==> config.mk <==
export PLATFORM = sky130hd
export DESIGN_NAME = lsu_mem_initiator
export DESIGN_NICKNAME = d
export VERILOG_FILES = /design/src/rtl/lsu_mem_initiator.sv
export SDC_FILE = /design/constraint.sdc
export NUM_CORES = 1
export LEC_CHECK = 0
export BUFFER_PORTS_ARGS = -buffer_cell sky130_fd_sc_hd__clkbuf_2
export CORE_UTILIZATION = 47
export CTS_CLUSTER_DIAMETER = 30
export DETAILED_ROUTE_END_ITERATION = 10
export PLACE_DENSITY = 0.93
export SLEW_MARGIN = 30
export SYNTH_ARGS = -nofsm -noshare
export SYNTH_HDL_FRONTEND = slang
export SYNTH_SLANG_ARGS = --single-unit
==> constraint.sdc <==
create_clock -name clk -period 2.6 [get_ports clk]
set_input_delay 0.26 -clock clk [delete_from_list [all_inputs] [get_ports clk]]
set_output_delay 0.26 -clock clk [all_outputs]
set_load 0.05 [all_outputs]
==> src/rtl/lsu_mem_initiator.sv <==
// Load/store initiator between the memory stage and the data memory port.
// Validates each request, sequences read/write enables and returns a registered response.
module lsu_mem_initiator #(
  parameter int                AWIDTH    = 32,
  parameter int                DWIDTH    = 32,
  parameter logic [AWIDTH-1:0] BASE_ADDR = AWIDTH'(32'h01000000),
  parameter int                MEM_BYTES = 4096,
  parameter int                READ_WAIT = 1
) (
  input  logic              clk,
  input  logic              rst,
  input  logic              req_valid_i,
  output logic              req_ready_o,
  input  logic              req_we_i,
  input  logic [AWIDTH-1:0] req_addr_i,
  input  logic [DWIDTH-1:0] req_wdata_i,
  input  logic [2:0]        req_funct3_i,
  output logic              rsp_valid_o,
  input  logic              rsp_ready_i,
  output logic [DWIDTH-1:0] rsp_rdata_o,
  output logic [1:0]        rsp_err_o,
  output logic [AWIDTH-1:0] mem_addr_o,
  output logic [DWIDTH-1:0] mem_data_o,
  output logic              mem_read_en_o,
  output logic              mem_write_en_o,
  output logic [2:0]        mem_funct3_o,
  input  logic [DWIDTH-1:0] mem_data_i
);

  typedef enum logic [1:0] {IDLE, ACCESS, RESP} state_t;

  localparam logic [3:0]  RW_LAST = 4'(READ_WAIT - 1);
  localparam logic [AWIDTH:0] LIMIT = {1'b0, BASE_ADDR} + (AWIDTH+1)'(MEM_BYTES);

  state_t      state, state_nxt;
  logic [3:0]  rd_cnt;
  logic        f3_bad, misal, oor;
  logic [1:0]  err_c;
  logic [AWIDTH:0] addr_end;

  // Request classification, evaluated on the cycle the request is presented
  always_comb begin
    addr_end = {1'b0, req_addr_i} + (AWIDTH+1)'(3);
    if (req_we_i) f3_bad = !(req_funct3_i inside {3'b000, 3'b001, 3'b010});
    else          f3_bad = !(req_funct3_i inside {3'b000, 3'b001, 3'b010, 3'b100, 3'b101});
    misal = ((req_funct3_i[1:0] == 2'b01) && req_addr_i[0]) ||
            ((req_funct3_i[1:0] == 2'b10) && (req_addr_i[1:0] != 2'b00));
    oor   = (req_addr_i < BASE_ADDR) || (addr_end >= LIMIT);
    if      (f3_bad) err_c = 2'd3;
    else if (misal)  err_c = 2'd1;
    else if (oor)    err_c = 2'd2;
    else             err_c = 2'd0;
  end

  always_ff @(posedge clk) begin
    if (rst) state <= IDLE;
    else     state <= state_nxt;
  end

  always_comb begin
    state_nxt = state;
    case (state)
      IDLE:    if (req_valid_i) state_nxt = (err_c != 2'd0) ? RESP : ACCESS;
      ACCESS:  if (mem_write_en_o || (rd_cnt == RW_LAST)) state_nxt = RESP;
      RESP:    if (rsp_ready_i) state_nxt = IDLE;
      default: state_nxt = IDLE;
    endcase
  end

  assign req_ready_o = (state == IDLE);
  assign rsp_valid_o = (state == RESP);

  always_ff @(posedge clk) begin
    if (rst) begin
      rsp_rdata_o    <= '0;
      rsp_err_o      <= '0;
      mem_addr_o     <= BASE_ADDR;
      mem_data_o     <= '0;
      mem_funct3_o   <= '0;
      mem_read_en_o  <= 1'b0;
      mem_write_en_o <= 1'b0;
      rd_cnt         <= '0;
    end else begin
      case (state)
        IDLE: if (req_valid_i) begin
          rsp_rdata_o <= '0;
          rsp_err_o   <= err_c;
          if (err_c == 2'd0) begin
            mem_addr_o     <= req_addr_i;
            mem_data_o     <= req_wdata_i;
            mem_funct3_o   <= req_funct3_i;
            mem_write_en_o <= req_we_i;
            mem_read_en_o  <= !req_we_i;
            rd_cnt         <= '0;
          end
        end
        ACCESS: begin
          if (mem_write_en_o) mem_write_en_o <= 1'b0;
          else begin
            rd_cnt <= rd_cnt + 4'd1;
            if (rd_cnt == RW_LAST) begin
              mem_read_en_o <= 1'b0;
              rsp_rdata_o   <= mem_data_i;
            end
          end
        end
        default: ;
      endcase
    end
  end

endmodule
Word level (Yosys, flattened, before mapping). Index checks and enable logic that the tools add are counted.

Add/sub/neg operators: 2. Order comparisons: 2. Mux-type cells: 25. Eq/ne operators: 14. Reduce and logical (&&, ||, !) cells: 24.

Operators by type and width (count): 32-bit two-way mux (3); 32-bit case mux with 2 select lines (1); 32-bit by 2-bit adder with 33-bit output, second input constant (1); 33-bit by 25-bit >= comparator with 1-bit output, second input constant (1); 32-bit by 25-bit less-than comparator with 1-bit output, second input constant (1); 2-bit two-way mux (7); 4-bit two-way mux (3); 3-bit AND reduction (3); 2-bit inequality test, second input constant (4); 4-bit case mux with 2 select lines (1); 4-bit AND reduction (2); 1-bit two-way mux (7); 3-bit equality test, second input constant (2); 2-bit case mux with 3 select lines (1); 2-bit nonzero test (3); 5-bit AND reduction (1); 5-bit nonzero test (1); 4-bit by 1-bit adder with 4-bit output, second input constant (1); 2-bit by 1-bit equality test with 1-bit output, second input constant (2); 2-bit equality test, second input constant (2); 2-bit zero test (2); 4-bit zero test (1); 2-bit by 1-bit inequality test with 1-bit output, second input constant (2); 1-bit case mux with 2 select lines (2); other kinds (8) (13).

Input bits: 104. Output and inout port bits: 105. Register bits after elaboration: 109.

Logic depth before layout (Yosys ltp).
Word-level depth: 10. Mapped depth: 8.

Worst setup path after synthesis. No wires, ideal clock.

Path kind: register to register. From: reg state[0]. To: reg mem_addr_o[0]. Cell stages (with the launch flop): 9. Data arrival time: 2.255 ns. Library setup time: 0.132 ns. Path slack: 0.213 ns. Path buffers: 3. Data required time: 2.468 ns. Cell sequence: dfxtp_1 > nor2_1 > and2_0 > buf_2 > o21ai_0 > clkbuf_1 > clkbuf_1 > o31ai_1 > a21oi_1.

Longest elaborated chain between the ends: 2.

Ends and longest elaborated chain: from (decl) (RTL line 35) `state_t state, state_nxt;`; from (signal assigned) (RTL line 57) `else state <= state_nxt;`; 2-bit zero test; named net req_ready_o (RTL line 13) `output logic req_ready_o,`; 3-bit AND reduction (no line); to (signal assigned) (RTL line 89) `mem_addr_o <= req_addr_i;`; to (decl) (RTL line 22) `output logic [AWIDTH-1:0] mem_addr_o,`.

The timed path passes the listed nets, and every way through them passes these cells. A chain may end at the register's enable or synchronous reset.

Final worst setup path.
From: in req_addr_i[9]. To: reg mem_addr_o[10].

Longest elaborated chain between the ends: 8.

Ends and longest elaborated chain: from (decl) (RTL line 15) `input logic [AWIDTH-1:0] req_addr_i,`; 32-bit by 2-bit adder with 33-bit output (RTL line 43) `addr_end = {1'b0, req_addr_i} + (AWIDTH+1)'(3);`; 33-bit by 25-bit >= comparator with 1-bit output (RTL line 48) `oor = (req_addr_i < BASE_ADDR) || (addr_end >= LIMIT);`; 1-bit logical OR (*) (RTL line 48); 2-bit two-way mux (*) (RTL line 51) `else if (oor) err_c = 2'd2;`; 2-bit two-way mux (*) (RTL line 50) `else if (misal) err_c = 2'd1;`; 2-bit two-way mux (*) (RTL line 49) `if (f3_bad) err_c = 2'd3;`; 2-bit zero test (*) (RTL line 88) `if (err_c == 2'd0) begin`; 3-bit AND reduction (no line) (*).

Mark *: on every way between the ends. The rest lies on a longest branch, timed or not.

==> results_dict.tcl <==
set metrics [dict create \
    status "finished clean" \
    num_rows 35 \
    power_density_mw_per_mm2 533 \
    core_area_mm2 0.00924 \
    finClkSkew_ps 16.7 \
    hold_end "mem_data_o[25]$_SDFFE_PP0P_" \
    syn_to_final_growth_pct 30.0 \
    clockPowerShare 0.364 \
    num-nets-final 803 \
    worstSetupEndpointType "flip-flop" \
    maxSlewHeadroom 0.450 \
    regArea_mm2 0.00218 \
    async_flop_share 0 \
    ys_seq_area_frac 0.488 \
    rrSetupSlack_ps 530 \
    htreeDepth 3 \
    synth-warning-count 0 \
    synthDistinctLibCells 44 \
    wl_mm 13.1 \
    rsz0062_at_grt "false" \
    grt_usage 0.263 \
    io_buffers 208 \
    worstMarginPinSlew_ps 821 \
    detailed_place_hpwl_mm 9.24 \
    clockBufferDepth 2 \
    numClockSinks 109 \
    firstDrtPassIters 5 \
    gp_congestion 0.988 \
    antenna_violating_nets_post_route 0 \
    max_freq_mhz 477 \
    p_int_mw 2.32 \
    drt_iter0_drc 210 \
    startpoint_type "input port" \
    finalCritPeriodShare 0.807 \
    antenna_found_initial 0 \
    cts-resized-gates 0 \
    num_vias 4783 \
    setup_violations 0 \
    tns_ps 0 \
    grt_max_degree 58 \
    hold_violations 0 \
    crit_fanout 50 \
    syn-instance-count 518 \
    ctsHoldBuffers 0 \
    drc 0 \
    io_pins 209 \
    leakagePower_nw 2.37 \
    grt_pass1_vias 4367 \
    p_sw_frac 0.252 \
    whs_path_depth 3 \
    crit_type "input port to flip-flop" \
    synth_nets 624 \
    hp-start "req_wdata_i[25]" \
    drv_slew 0 \
    initial_utilization 0.484 \
    wl_per_cell_um 15.8 \
    grt_pass1_wl_mm 21.0 \
    die_w_um 99.6 \
    dieArea_mm2 0.00992 \
    yosys_register_bits 109 \
    globalRouteOverflowTotal 0 \
    r2r_end "mem_addr_o[10]$_SDFFE_PP0P_" \
    ir_drop_v 0.000311 \
    clkLatencyLatePin_ps 370 \
    r2r_start "state[0]$_SDFFE_PP0P_" \
    synthesis.area_mm2 0.00448 \
    post_cts_buffers 0 \
    hp-class "input port to flip-flop" \
    worstPathRequired_ps 2890 \
    synth_edf_count 0 \
    utilization 0.630 \
    antenna_cells 0 \
    maxCapViolCount 0 \
    path_clk_slew_ps 110 \
    syn_avg_cell_area_um2 8.64 \
    seqPwrFrac 0.541 \
    multi_input_area_mm2 0.00208 \
    die_h_um 99.6 \
    synth-main-ff-cell "dfxtp_1" \
    vias_per_cell 5.76 \
    period_minus_slack_ps 2100 \
    fillers 800 \
    fin_hold_ws_ps 122 \
    root_buffer "clkbuf_8" \
    drive_above_1_share 0.355 \
    switchingPower_mw 0.780 \
    cts_buffers 9 \
    reg2reg_depth 6 \
    arrival_ps 2390 \
    power_frac_comb 0.095 \
    cts_tree "built" \
]
## power groups by stage
stage          logic (mW)  registers (mW)  clock network (mW)
2_1_floorplan       0.140            1.73                   0
3_3_place_gp        0.279            1.71                   0
3_5_place_dp        0.291            1.72                   0
4_1_cts             0.291            1.68                1.16
5_1_grt             0.319            1.68                1.22
6_report            0.295            1.68                1.13
## metal layers
layer	share of wire	global-route usage
met5	0	0
met4	0.020	0.0837
met3	0.078	0.0794
met2	0.50	0.441
met1	0.40	0.323
## flip-flops by register name (all words and copies together) (netlist names)
name	count
mem_addr_o	32
mem_data_o	32
mem_funct3_o	3
mem_read_en_o	1
mem_write_en_o	1
rd_cnt	4
rsp_err_o	2
rsp_rdata_o	32
state	2
## cell usage in the layout, fill, tap and decap left out, drive strengths merged, types with 2 or more instances in the layout
cell type  count
clkbuf       217
nand3         40
a21oi         84
nor2          10
a31oi          3
nor3           8
mux2i          2
nor4           6
ha             2
o21ai          5
o211ai         2
xor2           2
inv            7
bufinv         2
nand2         42
o31ai         47
buf           16
and2          20
nand4         55
nor2b          3
nand2b         2
dfxtp        109
## area by class of cell
cell class	instances	share of cell area
Inverter	5	0.00323
Multi-Input combinational cell	349	0.358
Sequential cell	109	0.375
Clock inverter	6	0.0161
Tap cell	129	0.0277
Clock buffer	10	0.0219
Timing Repair Buffer	223	0.198
## Yosys cell counts, types with 3 or more instances
library cell / number / area [µm²]
nor2b_1: 3 / 18.8
nor3_1: 7 / 35.0
inv_1: 5 / 18.8
clkbuf_1: 29 / 109
o21ai_0: 3 / 15.0
nor4_1: 5 / 31.3
buf_4: 3 / 22.5
a21oi_1: 84 / 420
buf_1: 4 / 15.0
and2_1: 19 / 119
nand4_1: 55 / 344
o31ai_1: 47 / 353
buf_2: 19 / 95.1
nand3_1: 40 / 200
dfxtp_1: 109 / 2180
nor2_1: 10 / 37.5
nand2_1: 42 / 158
## critical path, stage by stage
cell and delay, ps:
clkbuf_2 100, nand4_1 150, or4_1 570, o221ai_2 220, a31o_2 220, buf_4 470, nand4_1 210, a21oi_1 200
## kinds of logic (layout without fill, tap and decap cells)
family / count (synthesis) / count (layout) / share of synthesized area
simple gates: 191 / 191 / 0.229
xor+xnor: 3 / 3 / 0.00587
buf+inv: 60 / 244 / 0.0581
compound gates: 151 / 151 / 0.209
flops: 109 / 109 / 0.488
fa+ha+maj: 2 / 2 / 0.00559
mux: 2 / 2 / 0.00447
## worst max-delay path by stage
stage          cells after the start  slack (ps)                      endpoint                   from
6_report                           8         500   mem_addr_o[10]$_SDFFE_PP0P_          req_addr_i[9]
5_1_grt                            6         330   mem_addr_o[10]$_SDFFE_PP0P_  state[0]$_SDFFE_PP0P_
4_1_cts                            5         540  rsp_rdata_o[28]$_SDFFE_PP0P_  state[0]$_SDFFE_PP0P_
3_5_place_dp                       8         150   mem_data_o[10]$_SDFFE_PP0P_          req_addr_i[9]
3_3_place_gp                       7         220   mem_addr_o[27]$_SDFFE_PP0P_         req_addr_i[16]
2_1_floorplan                      8         210    mem_addr_o[0]$_SDFFE_PP0P_  state[0]$_SDFFE_PP0P_
## metrics by stage
step	instances	area [µm²]	power, mW	setup slack, ps
after floorplan	518	4480	1.86	213
after global placement	815	5580	1.99	224
after detailed placement	815	5600	2.01	151
after CTS	831	5820	3.12	536
after global routing	831	5820	3.22	327
final	831	5820	3.10	502
Note: power is estimated with default switching activity, not from simulation.
